<file path="src/rtl/memory_pkg.sv">
// Shared encodings and default widths for the
// L1I/L1D unified-memory arbiter.
package memory_pkg;

  localparam int ADDR_W_DEF   = 32;
  localparam int DATA_W_DEF   = 32;
  localparam int MAX_D_STREAK_DEF = 4;
  localparam int STREAK_W     = 4;

  typedef enum logic [1:0] {
    IDLE   = 2'd0,
    ACCESS = 2'd1,
    WAIT   = 2'd2,
    DONE   = 2'd3
  } state_e;

  localparam logic GRANT_I = 1'b0;
  localparam logic GRANT_D = 1'b1;

endpackage

</file>
<file path="src/rtl/memory_arbiter_grant_select.sv">
// Winner selection for the shared memory port plus the
// saturating data-streak counter that bounds fetch starvation.
module grant_select
  import memory_pkg::*;
#(
  parameter int MAX_D_STREAK = MAX_D_STREAK_DEF
) (
  input  logic clock,
  input  logic reset_n,
  input  logic i_req,
  input  logic d_req,
  input  logic arbitrate,
  output logic grant
);

  localparam logic [STREAK_W-1:0] MAX_S =
    STREAK_W'(MAX_D_STREAK);
  localparam logic [STREAK_W-1:0] SAT_S = '1;

  logic [STREAK_W-1:0] streak_q;
  logic [STREAK_W-1:0] streak_d;
  logic                d_wins;

  always_comb begin
    d_wins = d_req && !(i_req && (streak_q >= MAX_S));
    grant  = d_wins ? GRANT_D : GRANT_I;
    streak_d = streak_q;
    if (arbitrate) begin
      // Only a data grant that leaves a fetch waiting counts.
      if (d_wins && i_req) begin
        if (streak_q != SAT_S) begin
          streak_d = streak_q + 1'b1;
        end
      end else begin
        streak_d = '0;
      end
    end
  end

  always_ff @(posedge clock or negedge reset_n) begin
    if (!reset_n) begin
      streak_q <= '0;
    end else begin
      streak_q <= streak_d;
    end
  end

endmodule

</file>
<file path="src/rtl/memory_arbiter.sv">
// Sequenced arbiter sharing one synchronous single-port
// memory between the fetch (L1I) and data (L1D) requesters.
module memory_arbiter
  import memory_pkg::*;
#(
  parameter int ADDR_WIDTH   = ADDR_W_DEF,
  parameter int DATA_WIDTH   = DATA_W_DEF,
  parameter int MAX_D_STREAK = MAX_D_STREAK_DEF
) (
  input  logic                  clock,
  input  logic                  reset_n,
  input  logic                  i_req,
  input  logic [ADDR_WIDTH-1:0] i_address,
  output logic                  i_ready,
  output logic [DATA_WIDTH-1:0] i_rdata,
  input  logic                  d_req,
  input  logic                  d_write,
  input  logic [ADDR_WIDTH-1:0] d_address,
  input  logic [DATA_WIDTH-1:0] d_wdata,
  output logic                  d_ready,
  output logic [DATA_WIDTH-1:0] d_rdata,
  output logic                  stall_i,
  output logic                  stall_d,
  output logic                  mem_enable,
  output logic                  mem_write,
  output logic [ADDR_WIDTH-1:0] mem_address,
  output logic [DATA_WIDTH-1:0] mem_wdata,
  input  logic [DATA_WIDTH-1:0] mem_rdata
);

  state_e                state_q, state_d;
  logic                  owner_q, owner_d;
  logic                  wr_q, wr_d;
  logic                  mem_enable_q, mem_enable_d;
  logic                  mem_write_q, mem_write_d;
  logic [ADDR_WIDTH-1:0] mem_address_q, mem_address_d;
  logic [DATA_WIDTH-1:0] mem_wdata_q, mem_wdata_d;
  logic [DATA_WIDTH-1:0] i_rdata_q, i_rdata_d;
  logic [DATA_WIDTH-1:0] d_rdata_q, d_rdata_d;
  logic                  arbitrate;
  logic                  grant;

  grant_select #(
    .MAX_D_STREAK(MAX_D_STREAK)
  ) u_grant (
    .clock    (clock),
    .reset_n  (reset_n),
    .i_req    (i_req),
    .d_req    (d_req),
    .arbitrate(arbitrate),
    .grant    (grant)
  );

  always_comb begin
    state_d       = state_q;
    owner_d       = owner_q;
    wr_d          = wr_q;
    mem_enable_d  = mem_enable_q;
    mem_write_d   = mem_write_q;
    mem_address_d = mem_address_q;
    mem_wdata_d   = mem_wdata_q;
    i_rdata_d     = i_rdata_q;
    d_rdata_d     = d_rdata_q;
    arbitrate     = 1'b0;
    unique case (state_q)
      IDLE: begin
        if (i_req || d_req) begin
          arbitrate    = 1'b1;
          owner_d      = grant;
          mem_enable_d = 1'b1;
          state_d      = ACCESS;
          if (grant == GRANT_D) begin
            mem_address_d = d_address;
            mem_wdata_d   = d_wdata;
            wr_d          = d_write;
            mem_write_d   = d_write;
          end else begin
            mem_address_d = i_address;
            wr_d          = 1'b0;
            mem_write_d   = 1'b0;
          end
        end
      end
      ACCESS: begin
        mem_enable_d = 1'b0;
        mem_write_d  = 1'b0;
        state_d      = WAIT;
      end
      WAIT: begin
        if (!wr_q) begin
          if (owner_q == GRANT_D) begin
            d_rdata_d = mem_rdata;
          end else begin
            i_rdata_d = mem_rdata;
          end
        end
        state_d = DONE;
      end
      DONE: begin
        state_d = IDLE;
      end
    endcase
  end

  always_ff @(posedge clock or negedge reset_n) begin
    if (!reset_n) begin
      state_q       <= IDLE;
      owner_q       <= GRANT_I;
      wr_q          <= 1'b0;
      mem_enable_q  <= 1'b0;
      mem_write_q   <= 1'b0;
      mem_address_q <= '0;
      mem_wdata_q   <= '0;
      i_rdata_q     <= '0;
      d_rdata_q     <= '0;
    end else begin
      state_q       <= state_d;
      owner_q       <= owner_d;
      wr_q          <= wr_d;
      mem_enable_q  <= mem_enable_d;
      mem_write_q   <= mem_write_d;
      mem_address_q <= mem_address_d;
      mem_wdata_q   <= mem_wdata_d;
      i_rdata_q     <= i_rdata_d;
      d_rdata_q     <= d_rdata_d;
    end
  end

  assign i_ready     = (state_q == DONE) && (owner_q == GRANT_I);
  assign d_ready     = (state_q == DONE) && (owner_q == GRANT_D);
  assign stall_i     = i_req && !i_ready;
  assign stall_d     = d_req && !d_ready;
  assign mem_enable  = mem_enable_q;
  assign mem_write   = mem_write_q;
  assign mem_address = mem_address_q;
  assign mem_wdata   = mem_wdata_q;
  assign i_rdata     = i_rdata_q;
  assign d_rdata     = d_rdata_q;

endmodule
</file>
<file path="config.mk">
export PLATFORM = sky130hd
export DESIGN_NAME = memory_arbiter
export DESIGN_NICKNAME = d
export VERILOG_FILES = /design/src/rtl/memory_pkg.sv /design/src/rtl/memory_arbiter_grant_select.sv /design/src/rtl/memory_arbiter.sv
export SDC_FILE = /design/constraint.sdc
export NUM_CORES = 1
export LEC_CHECK = 0
export ABC_CLOCK_PERIOD_IN_PS = 2120
export BUFFER_PORTS_ARGS = -buffer_cell sky130_fd_sc_hd__buf_4
export CAP_MARGIN = 20
export CORE_ASPECT_RATIO = 0.7
export CORE_MARGIN = 5
export CORE_UTILIZATION = 45
export CTS_BUF_LIST = sky130_fd_sc_hd__clkbuf_8 sky130_fd_sc_hd__clkbuf_16
export CTS_CLUSTER_SIZE = 40
export DETAILED_ROUTE_END_ITERATION = 12
export PLACE_DENSITY = 0.86
export SETUP_SLACK_MARGIN = 0.4
export SLEW_MARGIN = 20
export SYNTH_ARGS = -nofsm -noshare
export SYNTH_HDL_FRONTEND = slang
export SYNTH_HIERARCHICAL = 1
export SYNTH_SLANG_ARGS = --single-unit
</file>
<file path="constraint.sdc">
create_clock -name clock -period 2.12 [get_ports clock]
set_input_delay 0.106 -clock clock [delete_from_list [all_inputs] [get_ports clock]]
set_output_delay 0.106 -clock clock [all_outputs]
set_load 0.02 [all_outputs]
</file>
==> impl_metrics.json, run 1 <==
{
  "htree_levels": 4,
  "vias": 4677,
  "rows": 34,
  "synth_seq_area_share": 0.600,
  "wirelength_um": 18200,
  "avgViaCountPerCell": 4.93,
  "wl_met1_um": 7030,
  "clkSlewWorstSetupHoldPaths_ps": 70,
  "place_inst": 814,
  "setup_ws_ps": 433,
  "ant_nets": 0,
  "leakagePower_nw": 4.77,
  "relSlewSlack": 0.715,
  "numCtsBuffers": 17,
  "synth_area_leaders": "dfrtp_1, mux2_2, mux2_4, mux2i_1, o21ai_0",
  "report.final.slew_viol_count": 0,
  "finalCriticalPeriod_ps": 1690,
  "yosysWarnings": 6,
  "finalSetupViolCount": 0,
  "grtUsageTotal": 0.232,
  "fin_skew_ps": 8.30,
  "grt_pass1_wl_um": 28300,
  "dp_hpwl_um": 11300,
  "clock_sinks": 138,
  "synth_seq_cells": 138,
  "wl_per_cell_um": 19.2,
  "final_cell_mix": "buf_4, dfrtp_1, dlygate4sd3_1",
  "postSynthAreaPerCell_um2": 14.5,
  "cts_tree": "done",
  "cp.arrival_ps": 1980,
  "min_path_cells": 3,
  "fin_setup_tns_ps": 0,
  "synth_top_area_frac": 0.600,
  "core_area_um2": 12500,
  "dr_wl_met3_um": 1390,
  "powerDensity_nw_per_um2": 1540,
  "synthDistinctLibCells": 33,
  "firstDrtPassIters": 4,
  "reg2reg_depth": 6,
  "hold_viol": 0,
  "antenna_found_initial": 1,
  "place_congestion": 0.778,
  "drive_above_1_share": 0.538,
  "mostFrequentLayoutCell": "buf_4",
  "worst_hold_path_type": "input pin to flop",
  "die_h_um": 105,
  "synth_top_area_cell": "dfrtp_1",
  "initial_core_util": 0.462,
  "cts_max_path_buffers": 2,
  "endpoint_kind": "flop",
  "die_area_um2": 15200,
  "start_kind": "flop",
  "cap_violations": 0,
  "status": "finished clean",
  "insertion_delay_ps": 410,
  "grt_overflow": 0,
  "tightest_slew_ps": 427,
  "final_cells": 949,
  "final_nets": 912,
  "num_io_pins": 267,
  "drt-initial-drc-count": 187,
  "grt_max_degree": 78,
  "worstPathMaxFanout": 16,
  "grt_setup_unrepaired": "no",
  "dr_wl_met2_um": 9350,
  "portBuffers": 266,
  "area_delta_synth_final_pct": 67.9,
  "clock.fmax_ghz": 0.593,
  "syn_area_um2": 5750,
  "highest_layer": "met4",
  "dp_slack_ps": 223,
  "grt_pass1_vias": 5192,
  "ir_worst_vdd_mv": 1.11,
  "root_buffer": "clkbuf_16",
  "die_x_um": 145,
  "synth_cells": 397,
  "synth_nets": 536,
  "worstPathRequired_ps": 2410,
  "crit_type": "flop to flop",
  "drc": 0,
  "period_share": 0.796
}
-- worst paths after layout --
kind / end / start / slack (ps)
max in group asynchronous: d_rdata[13] / reset_n / 1260
worst min register to register: mem_address[27] / mem_address[27] / 480
worst max register to register: i_rdata[26] / state_q[0] / 430
worst max-delay path: i_rdata[26] / state_q[0] / 430
min in group asynchronous: mem_address[10] / reset_n / 140
worst min-delay path: mem_address[13] / d_address[13] / 3
-- synthesized netlist by cell type --
cell type and number:
mux2_1 5, nor3b_1 1, buf_6 9, nor2_1 2
buf_2 8, dfrtp_1 138, clkbuf_1 2, nand4_1 1
nor2b_1 4, nand3_1 3, nor3b_4 1, o32ai_2 1
o31ai_2 1, buf_4 1, ha_1 6, o2bb2ai_1 1
inv_2 1, inv_1 6, mux2_4 29, o21ai_2 1
o21ai_0 32, nand3b_2 1, nand2_1 37, mux2i_1 34
mux2_2 63, and2_1 1, a21boi_0 1, nand2b_1 2
o22ai_1 1, a31oi_1 1, nand2_4 1, or2_4 1
nor3_1 1
-- power breakdown --
group | total, mW | switching (mW) | internal (mW) | leakage [nW]
registers | 4.86 | 0.885 | 3.97 | 1.65
logic | 7.09 | 3.58 | 3.51 | 2.85
clock network | 2.89 | 1.23 | 1.66 | 0.276
total | 14.8 | 5.70 | 9.14 | 4.77
-- kinds of logic (layout without fill, tap and decap cells) --
logic type                 count (synthesis)  in the layout  synth area share
DFF                                      138            138             0.600
muxes                                    131            131             0.268
and+or+nand+nor                           56             56            0.0476
AOI/OAI and AO/OA                         39             39            0.0394
buffers and inverters                     27            416            0.0318
adders and majority gates                  6              6            0.0130
other                                      0              1                 0
-- critical path, stage by stage (launching register included) --
cell     delay [ps]
dfrtp_1         410
inv_2           140
ha_4            170
nor3b_4         180
buf_6           150
buf_12          160
mux2_2          360
-- metrics by stage --
stage          area (µm²)   util  total power, mW  hold slack, ps
2_1_floorplan        5750      -             8.49            -190
3_3_place_gp         7950  0.638             11.2            1.98
3_5_place_dp         7950  0.638             11.5            8.41
4_1_cts              9550  0.766             14.7           0.203
5_1_grt              9660  0.775             15.6            11.8
6_report             9660  0.775             14.8            2.68
-- sequential cells by signal, summed over array words and instances, names as in the netlist --
signal	cells
d_rdata	32
mem_address	32
mem_wdata	32
wr_q	1
mem_write	1
u_grant/streak_q	4
i_rdata	32
mem_enable	1
owner_q	1
state_q	2
-- metal layers --
metal	track usage	vias to the layer above
li1	-	2139
met1	0.275	2286
met2	0.399	220
met3	0.0801	32
met4	0.0772	0
met5	0	-
-- layout make-up --
cell class,instances,area [µm²]
multi-input cells,232,2180
inverters,7,28.8
flip-flops and latches,138,3450
diodes,1,2.50
repair buffers,377,3210
fillers,690,2810
clock buffers,17,425
clock inverters,15,156
well taps,162,203
-- timing repair --
action | CTS | global route
gates resized for setup | 8 | 9
gates cloned | 1 | 2
hold buffers | 95 | 0
buffers inserted | 1 | 3
endpoints found under the setup margin | 71 | 90
pin swaps | 0 | 1
endpoints found under the hold margin | 251 | 0
Note: power is estimated with default switching activity, not from simulation.
==> inputs of run 2 (changes only) <==
--- a/config.mk
+++ b/config.mk
@@ -5,7 +5,7 @@
 export SDC_FILE = /design/constraint.sdc
 export NUM_CORES = 1
 export LEC_CHECK = 0
-export ABC_CLOCK_PERIOD_IN_PS = 2120
+export ABC_CLOCK_PERIOD_IN_PS = 1700
 export BUFFER_PORTS_ARGS = -buffer_cell sky130_fd_sc_hd__buf_4
 export CAP_MARGIN = 20
 export CORE_ASPECT_RATIO = 0.7
==> constraint.sdc (replaced) <==
create_clock -name clock -period 1.7 [get_ports clock]
set_input_delay 0.085 -clock clock [delete_from_list [all_inputs] [get_ports clock]]
set_output_delay 0.085 -clock clock [all_outputs]
set_load 0.02 [all_outputs]
==> run 2 against run 1 <==
The flow now finishes with violations (hold timing); die area stayed put; flip-flop and latch count stayed put; worst setup slack lost 430 ps; via count grew 15%; sequential power is 29% higher; critical path depth unchanged; power increased by 42%; clock-buffer cell count stayed put; routed wire length increased by 36%; combinational power is 57% higher.
==> impl_metrics.json, run 2 (synthesis gave the netlist of run 1 again) <==
{
  "dp_hpwl_um": 11700,
  "wl_per_cell_um": 24.4,
  "switching_share": 0.388,
  "nFillCells": 498,
  "grt_pass1_wl_um": 32600,
  "initial_core_util": 0.462,
  "cts_tree": "done",
  "avgViaCountPerCell": 5.30,
  "root_buffer": "clkbuf_16",
  "finalPower_mw": 21.1,
  "clock.fmax_ghz": 0.591,
  "leakagePower_nw": 5.52,
  "combPwrFrac": 0.524,
  "cts_max_path_buffers": 2,
  "clock_sinks": 138,
  "place_congestion": 0.789,
  "finalCriticalPeriod_ps": 1690,
  "period_share": 0.996,
  "cap_violations": 0,
  "portBuffers": 266,
  "crit_type": "flop to flop",
  "ir_worst_vdd_mv": 1.34,
  "final_cell_mix": "buf_4, dfrtp_1, dlygate4sd3_1",
  "power.net_switching_mw": 8.21,
  "endpoint_kind": "flop",
  "min_to": "mem_address[21]",
  "fin_skew_ps": 8.68,
  "numCtsBuffers": 17,
  "hold-worst-slack_ps": -12.2,
  "grt_pass1_vias": 5719,
  "status": "finished, violations left",
  "grtUsageTotal": 0.269,
  "pwr-share-clk": 0.179,
  "hold_start": "d_address[21]",
  "insertion_delay_ps": 410,
  "crit_slowest_cell": "dfrtp_1",
  "vias": 5368,
  "worstPathMaxFanout": 8,
  "finalSetupViolCount": 0,
  "tightest_slew_ps": 481,
  "min_path_cells": 3,
  "violations": "hold timing",
  "powerDensity_nw_per_um2": 1940,
  "relSlewSlack": 0.678,
  "multi_input_area_um2": 2560,
  "ant_nets": 0,
  "report.final.slew_viol_count": 0,
  "drc": 0,
  "drive_above_1_share": 0.564,
  "drt-initial-drc-count": 329,
  "hold_viol": 4,
  "cp.arrival_ps": 1990,
  "worstPathRequired_ps": 2000,
  "start_kind": "flop",
  "slowest_delay_ps": 410,
  "wirelength_um": 24700,
  "crit_family": "buffers and inverters",
  "fin_setup_tns_ps": 0,
  "die_h_um": 105,
  "htree_levels": 4,
  "firstDrtPassIters": 5,
  "reg2reg_slack_ps": 7,
  "grt_setup_unrepaired": "yes",
  "cp.buffers_inverters": 3,
  "grt_overflow": 0,
  "area_delta_synth_final_pct": 89.4,
  "worst_hold_path_type": "input pin to flop",
  "grt_max_degree": 67,
  "core_area_um2": 12500,
  "reg2reg_depth": 6,
  "rows": 34,
  "final_nets": 976,
  "seqCellArea_um2": 3450,
  "intPower_mw": 12.9,
  "antenna_found_initial": 1,
  "die_x_um": 145,
  "mostFrequentLayoutCell": "buf_4",
  "r2r-start": "state_q[0]",
  "seqPwrFrac": 0.297,
  "num_io_pins": 267,
  "clkSlewWorstSetupHoldPaths_ps": 70,
  "reg2reg_to": "i_rdata[5]",
  "crit_chain": "inv_2 > ha_4 > nor3b_4 > buf_6 > clkbuf_16 > mux2_4",
  "die_area_um2": 15200
}
-- run 2: how the worst max path moves through the flow --
| stage | from | endpoint | slack, ps | depth (start not counted) |
|---|---|---|---|---|
| 6_report | state_q[0] | i_rdata[5] | 7 | 6 |
| 3_5_place_dp | u_grant/streak_q[3] | mem_address[21] | 50 | 5 |
| 2_1_floorplan | state_q[0] | i_rdata[10] | 130 | 5 |
| 4_1_cts | state_q[1] | i_rdata[31] | 60 | 6 |
| 5_1_grt | state_q[0] | i_rdata[5] | -60 | 6 |
| 3_3_place_gp | u_grant/streak_q[3] | mem_address[25] | 110 | 5 |
-- run 2: metrics by stage --
step / util / instances / setup slack, ps / cell area, µm²
after floorplan: - / 397 / 133 / 5800
after global placement: 0.643 / 819 / 110 / 8010
after detailed placement: 0.643 / 819 / 54.2 / 8010
after CTS: 0.818 / 994 / 58.2 / 10200
after global routing: 0.874 / 1013 / -56.2 / 10900
final: 0.874 / 1013 / 6.95 / 10900
-- run 2: worst min-delay path, stage by stage --
cell and delay [ps]:
buf_4 80, mux2i_2 60, o21ai_1 130
-- run 2: final cells by class --
class / count / share of cell area
antenna: 1 / 0.000230
clock buffer: 17 / 0.0390
clock inverter: 15 / 0.0153
inverter: 7 / 0.00310
multi-input combinational: 232 / 0.235
sequential: 138 / 0.317
tap: 162 / 0.0186
timing repair buffer: 441 / 0.371
-- run 2: repair_timing --
item / 4_1_cts / 5_1_grt
hold buffers: 119 / 5
resized for setup: 39 / 126
pin swaps: 3 / 8
gates cloned: 7 / 6
hold endpoints to repair: 196 / 4
setup buffers: 17 / 7
endpoints found under the setup margin: 138 / 141
-- run 2: power groups by stage --
| stage | registers [mW] | logic, mW | clock network (mW) |
|---|---|---|---|
| 4_1_cts | 6.00 | 9.21 | 3.74 |
| 6_report | 6.27 | 11.1 | 3.78 |
| 3_5_place_dp | 5.99 | 8.41 | 0 |
| 3_3_place_gp | 5.90 | 8.15 | 0 |
| 2_1_floorplan | 7.75 | 2.91 | 0 |
| 5_1_grt | 6.38 | 11.5 | 3.96 |
-- run 2: layer usage --
metal / vias to the layer above / share of wire / GRT usage
li1: 2262 / - / -
met1: 2709 / 0.37 / 0.308
met2: 327 / 0.51 / 0.469
met3: 70 / 0.083 / 0.0891
met4: 0 / 0.034 / 0.107
met5: - / 0 / 0
